===== src/rtl/bus_fabric.sv =====
// bus_fabric
// Registered system-bus interconnect between the CPU data port and NSLAVE
// memory-mapped slaves. A master request is decoded against per-slave
// inclusive address windows. A request/acknowledge handshake then runs with
// the selected slave, and a one-cycle response carries the read data and an
// error flag back to the master.
//
// Optional feature macro: BUS_FABRIC_TIMEOUT_EN
//   defined   : a wait counter ends an unacknowledged access after TIMEOUT
//               cycles with an error response.
//   undefined : the access waits indefinitely for the selected slave's ack,
//               and TIMEOUT is only range-checked.
//
// Ports
//   clock   in   rising-edge system clock
//   nreset  in   asynchronous active-low reset
//   mreq    in   master request, sampled only in IDLE
//   mwrite  in   1 = write, 0 = read
//   maddr   in   master address (AW)
//   mwdata  in   master write data (DW)
//   mready  out  one-cycle response strobe
//   mrdata  out  read data, valid while mready = 1 (DW)
//   merr    out  error flag, valid while mready = 1
//   sreq    out  one-hot slave request (NSLAVE)
//   swrite  out  shared write qualifier
//   saddr   out  shared full address (AW)
//   swdata  out  shared write data (DW)
//   sack    in   slave acknowledges (NSLAVE)
//   srdata  in   packed slave read data, slice i belongs to slave i

module bus_fabric #(
    parameter int                   NSLAVE  = 3,
    parameter int                   AW      = 32,
    parameter int                   DW      = 32,
    parameter logic [NSLAVE*AW-1:0] BASE    = {32'd411700, 32'd206800, 32'd0},
    parameter logic [NSLAVE*AW-1:0] LIMIT   = {32'd411700, 32'd411699, 32'd206799},
    parameter int                   TIMEOUT = 15
) (
    input  logic                 clock,
    input  logic                 nreset,
    input  logic                 mreq,
    input  logic                 mwrite,
    input  logic [AW-1:0]        maddr,
    input  logic [DW-1:0]        mwdata,
    output logic                 mready,
    output logic [DW-1:0]        mrdata,
    output logic                 merr,
    output logic [NSLAVE-1:0]    sreq,
    output logic                 swrite,
    output logic [AW-1:0]        saddr,
    output logic [DW-1:0]        swdata,
    input  logic [NSLAVE-1:0]    sack,
    input  logic [NSLAVE*DW-1:0] srdata
);

    localparam int SW = (NSLAVE > 1) ? $clog2(NSLAVE) : 1;

    if (NSLAVE < 1 || NSLAVE > 16 || TIMEOUT < 2 || TIMEOUT > 255) begin : g_param_check
        $error("bus_fabric: NSLAVE or TIMEOUT out of range");
    end

    typedef enum logic [1:0] {
        IDLE   = 2'd0,
        ACCESS = 2'd1,
        RESP   = 2'd2
    } state_t;

    state_t          state_q, state_d;
    logic [SW-1:0]   sel_q, sel_d;
    logic [AW-1:0]   addr_q, addr_d;
    logic [DW-1:0]   wdata_q, wdata_d;
    logic            write_q, write_d;
    logic            err_q, err_d;
    logic [DW-1:0]   rdata_q, rdata_d;

`ifdef BUS_FABRIC_TIMEOUT_EN
    localparam logic [7:0] WAIT_LAST = 8'(TIMEOUT - 1);
    logic [7:0]      cnt_q, cnt_d;
`endif

    logic            hit;
    logic [SW-1:0]   hit_idx;
    logic            ack_sel;
    logic [DW-1:0]   rdata_sel;

    // Address decode. Scanning from the highest index down lets the lowest
    // matching index overwrite the result, so overlapping windows resolve
    // to the lowest slave.
    always_comb begin
        hit     = 1'b0;
        hit_idx = '0;
        for (int i = NSLAVE - 1; i >= 0; i--) begin
            if (maddr >= BASE[i*AW +: AW] && maddr <= LIMIT[i*AW +: AW]) begin
                hit     = 1'b1;
                hit_idx = SW'(i);
            end
        end
    end

    // Only the selected slave's ack and data slice matter; other acks are
    // ignored.
    assign ack_sel   = sack[sel_q];
    assign rdata_sel = srdata[int'(sel_q)*DW +: DW];

    always_comb begin
        state_d = state_q;
        sel_d   = sel_q;
        addr_d  = addr_q;
        wdata_d = wdata_q;
        write_d = write_q;
        err_d   = err_q;
        rdata_d = rdata_q;
`ifdef BUS_FABRIC_TIMEOUT_EN
        cnt_d   = cnt_q;
`endif
        case (state_q)
            IDLE: begin
                if (mreq) begin
                    addr_d  = maddr;
                    wdata_d = mwdata;
                    write_d = mwrite;
`ifdef BUS_FABRIC_TIMEOUT_EN
                    cnt_d   = '0;
`endif
                    if (hit) begin
                        sel_d   = hit_idx;
                        err_d   = 1'b0;
                        state_d = ACCESS;
                    end else begin
                        err_d   = 1'b1;
                        rdata_d = '0;
                        state_d = RESP;
                    end
                end
            end
            ACCESS: begin
                // An ack in the final counted cycle takes priority over the
                // timeout.
                if (ack_sel) begin
                    rdata_d = write_q ? '0 : rdata_sel;
                    err_d   = 1'b0;
                    state_d = RESP;
                end
`ifdef BUS_FABRIC_TIMEOUT_EN
                else if (cnt_q == WAIT_LAST) begin
                    rdata_d = '0;
                    err_d   = 1'b1;
                    state_d = RESP;
                end else begin
                    cnt_d = cnt_q + 8'd1;
                end
`endif
            end
            RESP:    state_d = IDLE;
            default: state_d = IDLE;
        endcase
    end

    always_ff @(posedge clock or negedge nreset) begin
        if (!nreset) begin
            state_q <= IDLE;
            sel_q   <= '0;
            addr_q  <= '0;
            wdata_q <= '0;
            write_q <= 1'b0;
            err_q   <= 1'b0;
            rdata_q <= '0;
`ifdef BUS_FABRIC_TIMEOUT_EN
            cnt_q   <= '0;
`endif
        end else begin
            state_q <= state_d;
            sel_q   <= sel_d;
            addr_q  <= addr_d;
            wdata_q <= wdata_d;
            write_q <= write_d;
            err_q   <= err_d;
            rdata_q <= rdata_d;
`ifdef BUS_FABRIC_TIMEOUT_EN
            cnt_q   <= cnt_d;
`endif
        end
    end

    // Outputs come only from state and registers, so no master input
    // reaches an output combinationally. The shared slave bus is forced to
    // zero outside ACCESS.
    always_comb begin
        sreq = '0;
        if (state_q == ACCESS) begin
            sreq[sel_q] = 1'b1;
        end
    end

    assign swrite = (state_q == ACCESS) & write_q;
    assign saddr  = (state_q == ACCESS) ? addr_q : '0;
    assign swdata = (state_q == ACCESS) ? wdata_q : '0;
    assign mready = (state_q == RESP);
    assign merr   = (state_q == RESP) & err_q;
    assign mrdata = (state_q == RESP) ? rdata_q : '0;

endmodule


===== config.mk =====
export PLATFORM = sky130hd
export DESIGN_NAME = bus_fabric
export DESIGN_NICKNAME = d
export VERILOG_FILES = /design/src/rtl/bus_fabric.sv
export SDC_FILE = /design/constraint.sdc
export NUM_CORES = 1
export LEC_CHECK = 0
export ABC_AREA = 1
export CAP_MARGIN = 40
export CORE_AREA = 3 3 159 161
export CTS_CLUSTER_DIAMETER = 40
export DETAILED_ROUTE_END_ITERATION = 16
export DIE_AREA = 0 0 162 164
export GPL_TIMING_DRIVEN = 0
export MAX_ROUTING_LAYER = met4
export PLACE_DENSITY = 0.63
export SYNTH_ARGS = -nofsm -noshare
export SYNTH_HDL_FRONTEND = slang
export SYNTH_SLANG_ARGS = --single-unit

===== constraint.sdc =====
create_clock -name clock -period 3.1 [get_ports clock]
set_clock_uncertainty 0.15 [all_clocks]
set_input_delay 0.62 -clock clock [delete_from_list [all_inputs] [get_ports clock]]
set_output_delay 0.62 -clock clock [all_outputs]
set_load 0.01 [all_outputs]

After elaboration in Yosys (flattened, before gate mapping)
Index checks and enable logic that the tools add are counted.
{ "totals": {"regBits": 102, "input_bits": 167, "word_cells": 61} }
{ "op_classes": {"magnitude_cmp": 8, "eq_ne": 5, "shifts": 1, "n_mux": 27, "bitwise_logic": 2, "reduce_logical": 11} }
{ "ops": {"columns": ["op", "n"], "rows": [
  ["2-to-1 mux 32 bit", 7],
  ["indexed part select 96 x 8 -> 32 bit", 1],
  ["<= comparator 32 x 19 -> 1 bit (second input constant)", 2],
  ["one-hot mux 32 bit (2 select lines)", 1],
  [">= comparator 32 x 1 -> 1 bit (second input constant)", 1],
  [">= comparator 32 x 18 -> 1 bit (second input constant)", 1],
  [">= comparator 32 x 19 -> 1 bit (second input constant)", 1],
  ["<= comparator 32 x 18 -> 1 bit (second input constant)", 1],
  ["2-to-1 mux 2 bit", 6],
  ["2-to-1 mux 1 bit", 8],
  ["!= test 2 bit (second input constant)", 3],
  ["AND reduction 3 bit", 2],
  ["logical AND 1 bit", 4],
  ["one-hot mux 2 bit (2 select lines)", 1],
  ["AND reduction 2 bit", 2],
  ["AND reduction 4 bit", 1],
  ["less-than comparator 2 x 3 -> 1 bit (second input constant)", 1],
  ["2-to-1 mux 3 bit", 1],
  ["AND 1 bit", 2],
  ["binary-select mux 1 bit (select 2 bit)", 1],
  ["demux 1 bit (select 2 bit)", 1],
  ["== test 2 x 1 -> 1 bit (second input constant)", 1],
  ["== test 2 bit (second input constant)", 1],
  [">= comparator 2 x 1 -> 1 bit (second input constant)", 1],
  ["3 further kinds", 3]
]} }

Longest topological paths before layout
Gate-level depths: netlist of run 1.
{ "depth": {"ltp_word": 8, "depth_mapped": 14, "ltp_nobuf": 13} }

Worst setup path before layout of run 1
No wires, ideal clock.
{ "synth_path": {"path_type": "register -> output", "start": "reg state_q[0]", "end": "out sreq[1]", "arrival_ns": 1.264, "t_required_ns": 2.330, "slack_ns": 1.066, "stages_incl_launch_ff": 7, "cell_sequence": "dfrtp_1 > inv_2 > nor2_1 > inv_2 > clkbuf_1 > buf_1 > nor2_1"} }
{ "synth_between": {"elab_chain_len": 2} }
{ "synth_lines": {"columns": ["element", "line", "text"], "rows": [
  ["from (decl)", "68", "state_t state_q, state_d;"],
  ["from (signal assigned)", "172", "state_q <= state_d;"],
  ["== test 2 x 1 -> 1 bit", "190", "if (state_q == ACCESS) begin"],
  ["2-to-1 mux 3 bit", "190", null],
  ["to (decl)", "48", "output logic [NSLAVE-1:0] sreq,"]
]} }
No other way between the ends.

Final worst setup path of run 1
{ "layout_path": {"start": "reg state_q[1]", "end": "out sreq[2]"} }
Same word-level chain as after synthesis.

==> results.rst, run 1 <==
.. list-table::
   :header-rows: 1

   * - Metric
     - Value
   * - Top Ports
     - 269
   * - Actual slew at the worst max-slew pin
     - 729.0 ps
   * - Num Clock Sinks
     - 102
   * - Detail Placement HPWL
     - 16,470 um
   * - Die Area
     - 26,570 um2
   * - Number of detailed-route iterations in the first pass
     - 4
   * - YS warnings
     - 0
   * - Clock insertion delay at the later pin of the skew report
     - 350 ps
   * - Antenna violations before repair
     - 0
   * - Startpoint class of the critical path
     - flip-flop
   * - Worst slew margin relative to its limit
     - 51.40%
   * - Drt wl/cell
     - 14.04 um
   * - Pin count of the biggest net entering global routing
     - 53
   * - Row cnt
     - 57
   * - Remaining antenna violation count after routing
     - 0
   * - Post-synthesis average cell area
     - 6.750 um2
   * - Clock transition at path regs
     - 80 ps
   * - Total leakage power
     - 4.386 nW
   * - RSZ-0062 raised after global routing
     - false
   * - Total Nets Final
     - 1,336
   * - Total wire length after detailed routing
     - 21,040 um
   * - Post-placement worst setup slack
     - -25.46 ps
   * - # H-tree levels
     - 3
   * - Global-route wire length before repair
     - 32,440 um
   * - Outcome
     - finished, final reports clean
   * - Port Buffers
     - 268
   * - Fin. max-slew vios
     - 0
   * - Worst endpoint data arrival time
     - 2190 ps
   * - Starting Density
     - 24.89%
   * - Max Cap Viol
     - 0
   * - Critical path class
     - flip-flop to output pin
   * - Beginning of the worst register-to-register path
     - sel_q[0]
   * - Unique cell type count in the Yosys netlist
     - 27
   * - Number of buffers inserted during clock tree synthesis
     - 9
   * - Share of layout cells above drive strength 1
     - 10.22%
   * - Die width
     - 162 um
   * - Post-Syn Instances
     - 889
   * - Number of vias per cell
     - 4.158
   * - # diodes
     - 0
   * - DRT iter0 DRCs
     - 242
   * - Total routing usage reported by global routing
     - 15.90%
   * - Total Negative Setup Slacks
     - 0 ps
   * - Max Freq
     - 338.3 MHz
   * - Post-route cell area
     - 9422 um2
   * - Req. time, crit path
     - 2330 ps
   * - Hold Crit Class
     - input port to async pin
   * - Largest voltage drop on the vdd net
     - 0.2332 mV
   * - Final period utilization
     - 95.34%
   * - Via count of the first global-routing pass
     - 5,904
   * - Area after detailed placement
     - 9114 um2
   * - Worst hold slack
     - 151.9 ps
   * - Capture instance of the worst register-to-register path
     - rdata_q[20]
   * - Total Power Consumption
     - 3.214 mW
   * - Final critical-path required period
     - 2956 ps
   * - Endpoint class of the critical path
     - output pin
   * - Total congestion overflow
     - 0
   * - Critical path fanouts, max
     - 19
   * - Number of endpoints failing setup at the final stage
     - 0
   * - Vertical extent of the die
     - 164 um
   * - Sequential cell area fraction in the yosys report
     - 42.54%
   * - Power per Cell Area
     - 341.1 nW/um2
   * - Syn-to-layout area delta
     - 57.01%
   * - Cell count of the worst reg-to-reg path
     - 8
   * - Clock tree buffer depth
     - 2
   * - Slack of the worst reg-to-reg path
     - 880 ps
   * - Core area
     - 24,110 um2
   * - Net count of the mapped netlist
     - 1,056
   * - Post-Syn Area
     - 6001 um2
   * - Clock tree from TritonCTS
     - yes
   * - Worst Slack Setup Final
     - 144.3 ps
   * - Total via count after detailed routing
     - 6,228
   * - Number of remaining DRC errors
     - 0
   * - Register bit count reported by yosys
     - 102
   * - Final weighted congestion of routability-driven global placement
     - 0.8036
   * - Number of hold violations in the final report
     - 0
   * - Root cell of the clock tree
     - clkbuf_16
power by group:
part	total (mW)	leakage [nW]	switching [mW]	internal, mW
sequential	1.49	1.31	0.0411	1.45
combinational	0.571	2.93	0.275	0.296
clock	1.15	0.144	0.580	0.573
total	3.21	4.39	0.896	2.32
routing by layer:
layer / track usage [%] / up-vias / wire, um
li1: - / 3198 / -
met1: 20.01 / 2858 / 9229
met2: 26.82 / 148 / 10510
met3: 2.270 / 24 / 875
met4: 4.537 / 0 / 417
met5: - / - / 0
kinds of logic (layout without fill, tap and decap cells):
kind of cell | Yosys count | after routing | share of synthesized area [%]
AND/OR/NAND/NOR | 508 | 508 | 37.18
flip-flops | 102 | 102 | 42.54
buffers and inverters | 209 | 494 | 14.39
AO/OA/AOI/OAI | 70 | 70 | 5.901
sequential cells by signal, summed over array words and instances (netlist names):
signal,count
addr_q,32
rdata_q,32
wdata_q,32
sel_q,2
state_q,2
err_q,1
write_q,1
critical path: stages, from the launching register on:
cell and delay, ps:
dfrtp_1 420, nor2_1 180, inv_2 120, clkbuf_4 280, nor3_1 190, clkdlybuf4s50_1 640
timing repair:
item,CTS,global route
setup buffers,0,1
gates resized for setup,3,1
hold buffers,0,0
endpoints found under the setup margin,11,5
through the flow:
step / util (%) / cells
after CTS: 39.06 / 1498
after detailed placement: 37.81 / 1482
after global routing: 39.08 / 1498
final: 39.08 / 1498
after global placement: 37.70 / 1481
after floorplan: - / 889
cells in the mapped netlist, drive strengths merged:
cell	count	area share [%]
o21ai	67	5.6
a22oi	1	0.13
nor3	5	0.42
nand3	69	5.8
nor3b	1	0.13
inv	151	9.4
o22ai	1	0.10
nor2	124	8.0
clkinv	13	0.81
nand2	305	22
dfrtp	102	43
clkbuf	20	1.3
a21oi	1	0.083
buf	25	2.9
nand4	4	0.77
cell usage in the layout (no fill, tap or decap), types with 2 or more instances in the layout:
cell	instances
nand3_1	69
clkinv_1	13
buf_1	3
inv_2	10
nor2_2	4
buf_12	3
clkdlybuf4s50_1	266
buf_4	5
nor3_1	5
clkbuf_16	9
inv_6	3
inv_8	2
dfrtp_1	102
clkbuf_1	19
nor2_1	119
inv_1	141
nand2_2	59
nand2_4	2
buf_2	15
o21ai_0	34
nand4_1	2
nand2_1	243
o21ai_1	33
area by class of cell:
cell class / instances / area (um2)
fill: 2591 / 14680
tap: 324 / 405.4
sequential: 102 / 2552
timing repair buffer: 270 / 2718
inverter: 164 / 615.6
multi-input combinational: 578 / 2585
clock buffer: 9 / 225.2
clock inverter: 7 / 72.57
buffer: 44 / 247.7
how the worst max path moves through the flow:
stage | start | end | slack, ps | cells after the start
after global routing | state_q[1] | mrdata[7] | 10 | 6
after floorplan | state_q[0] | sreq[1] | 1070 | 6
after global placement | nreset | rdata_q[3] | -3020 | 1
after CTS | state_q[0] | sreq[1] | 40 | 7
final | state_q[1] | sreq[2] | 140 | 5
after detailed placement | state_q[0] | sreq[1] | -30 | 7
Power figures use the tool's default switching activity.
==> inputs of run 2 (changes only) <==
- MAX_ROUTING_LAYER: met4 -> unset
- REMOVE_ABC_BUFFERS: unset -> 1
==> run 2 against run 1 <==
Compared with the run above:
- routed wire length down 6.8%
- critical path type unchanged
- die area unchanged
- non-clock buffer count down 37
- sequential share of layout area increased by 0.058 points
- critical path depth up 1
- hold slack better by 25 ps
- largest power group unchanged
- highest routed layer unchanged
==> results.rst, run 2 (same netlist as run 1, synthesis figures left out) <==
.. list-table::
   :header-rows: 1

   * - Metric
     - Value
   * - Max Freq
     - 345.1 MHz
   * - Power per Cell Area
     - 360.0 nW/um2
   * - Pin count of the biggest net entering global routing
     - 95
   * - Endpoint class of the critical path
     - output pin
   * - Top Ports
     - 269
   * - Slack of the worst reg-to-reg path
     - 280 ps
   * - Clock tree buffer depth
     - 2
   * - Max Cap Viol
     - 0
   * - Hold Crit Class
     - input port to async pin
   * - Share of layout cells above drive strength 1
     - 9.754%
   * - Antenna violations before repair
     - 0
   * - Number of hold violations in the final report
     - 0
   * - Total via count after detailed routing
     - 5,977
   * - Critical path class
     - flip-flop to output pin
   * - Largest voltage drop on the vdd net
     - 0.1857 mV
   * - Row cnt
     - 57
   * - Starting Density
     - 24.89%
   * - Worst slew margin relative to its limit
     - 42.24%
   * - Clock transition at path regs
     - 70 ps
   * - Vertical extent of the die
     - 164 um
   * - Registers with the most flip-flops
     - addr_q (32), rdata_q (32), wdata_q (32)
   * - RSZ-0062 raised after global routing
     - false
   * - Total Negative Setup Slacks
     - 0 ps
   * - Total wire length after detailed routing
     - 19,610 um
   * - Total routing usage reported by global routing
     - 14.91%
   * - Clock insertion delay at the later pin of the skew report
     - 350 ps
   * - Final period utilization
     - 93.47%
   * - Req. time, crit path
     - 2330 ps
   * - Final critical-path required period
     - 2897 ps
   * - Number of remaining DRC errors
     - 0
   * - Drt wl/cell
     - 13.41 um
   * - Number of buffers inserted during clock tree synthesis
     - 9
   * - Worst hold slack
     - 176.7 ps
   * - Total Nets Final
     - 1,300
   * - Global-route wire length before repair
     - 31,150 um
   * - Core area
     - 24,110 um2
   * - Num Clock Sinks
     - 102
   * - Die width
     - 162 um
   * - Slowest cell on the critical path
     - clkdlybuf4s50_1
   * - Detail Placement HPWL
     - 14,630 um
   * - Most common cell after layout, fill and taps aside
     - clkdlybuf4s50_1
   * - Number of endpoints failing setup at the final stage
     - 0
   * - Die Area
     - 26,570 um2
   * - Highest-count cells in the layout ignoring fill and taps
     - 266 x clkdlybuf4s50_1, 243 x nand2_1, 140 x inv_1
   * - Total leakage power
     - 4.338 nW
   * - Fin. max-slew vios
     - 0
   * - Remaining antenna violation count after routing
     - 0
   * - Number of cells after detailed placement
     - 1,443
   * - Syn-to-layout area delta
     - 56.67%
   * - Critical path fanouts, max
     - 23
   * - # diodes
     - 0
   * - Delay of the slowest cell on the worst path
     - 580 ps
   * - Startpoint class of the critical path
     - flip-flop
   * - Outcome
     - finished, final reports clean
   * - Worst endpoint data arrival time
     - 2130 ps
   * - Root cell of the clock tree
     - clkbuf_16
   * - Utilization of the core after routing
     - 39.00%
   * - Clock tree from TritonCTS
     - yes
   * - Final weighted congestion of routability-driven global placement
     - 0.7418
   * - CP cell instances
     - inv_1 > nor2_2 > clkinvlp_4 > buf_16 > nor2_1 > clkdlybuf4s50_1
   * - Total congestion overflow
     - 0
   * - # H-tree levels
     - 3
   * - DRT iter0 DRCs
     - 198
   * - Actual slew at the worst max-slew pin
     - 866.4 ps
   * - Number of detailed-route iterations in the first pass
     - 5
   * - Port Buffers
     - 268
   * - Number of vias per cell
     - 4.088
   * - Count of placed standard cells in the final layout, fillers left out
     - 1,462
   * - Via count of the first global-routing pass
     - 6,023
==> run 2: cell types whose count changed in the layout (fill, tap and decap cells not counted), sizes merged <==
cell and delta:
buf -17, bufinv +3, clkbuf -19, inv -4
nand2 +1
==> run 2: per-layer routing <==
layer,up-vias,wire length [um],global-route usage [%]
met5,-,0,0
met4,0,222,3.955
met3,11,2004,5.372
met2,221,9240,26.67
met1,2624,8142,16.84
li1,3121,-,-
==> run 2: timing repair <==
item,4_1_cts,5_1_grt
pin swaps,0,1
resized for setup,1,5
gates cloned,0,1
endpoints found under the setup margin,1,32
hold buffers,0,0
buffers inserted,2,0
==> run 2: area by class of cell <==
type / count / area [um2]
repair buffers: 277 / 2855
well taps: 324 / 405.4
fillers: 2624 / 14700
clock buffers: 10 / 229.0
multi-input cells: 579 / 2619
flip-flops and latches: 102 / 2552
clock inverters: 6 / 116.4
inverters: 164 / 624.3
==> run 2: worst paths after layout <==
check,endpoint,start,depth (start not counted)
max in group asynchronous,rdata_q[23],nreset,2
hold / removal,wdata_q[24],nreset,1
hold reg to reg,rdata_q[1],rdata_q[1],2
setup reg to reg,rdata_q[26],sel_q[1],10
min in group clock,rdata_q[1],rdata_q[1],2
setup / recovery,mrdata[29],state_q[1],6
==> run 2: power breakdown <==
group	switching (mW)	total (mW)	internal, mW
combinational	0.272	0.561	0.289
clock	0.538	1.34	0.798
sequential	0.0385	1.49	1.45
==> run 2: through the flow <==
| stage | worst slack [ps] | instance area, um2 | total power, mW |
|---|---|---|---|
| 2_1_floorplan | 364.4 | 5753 | 1.731 |
| 3_3_place_gp | -3071 | 8841 | 2.056 |
| 3_5_place_dp | -211.5 | 9004 | 2.076 |
| 4_1_cts | 63.84 | 9380 | 3.456 |
| 5_1_grt | 9.814 | 9402 | 3.577 |
| 6_report | 202.5 | 9402 | 3.385 |
==> run 2: worst max-delay path: cells and delay by family (launching register included) <==
family	cells	cell delay, ps
buf+inv	4	1050
flops	1	430
simple gates	2	290
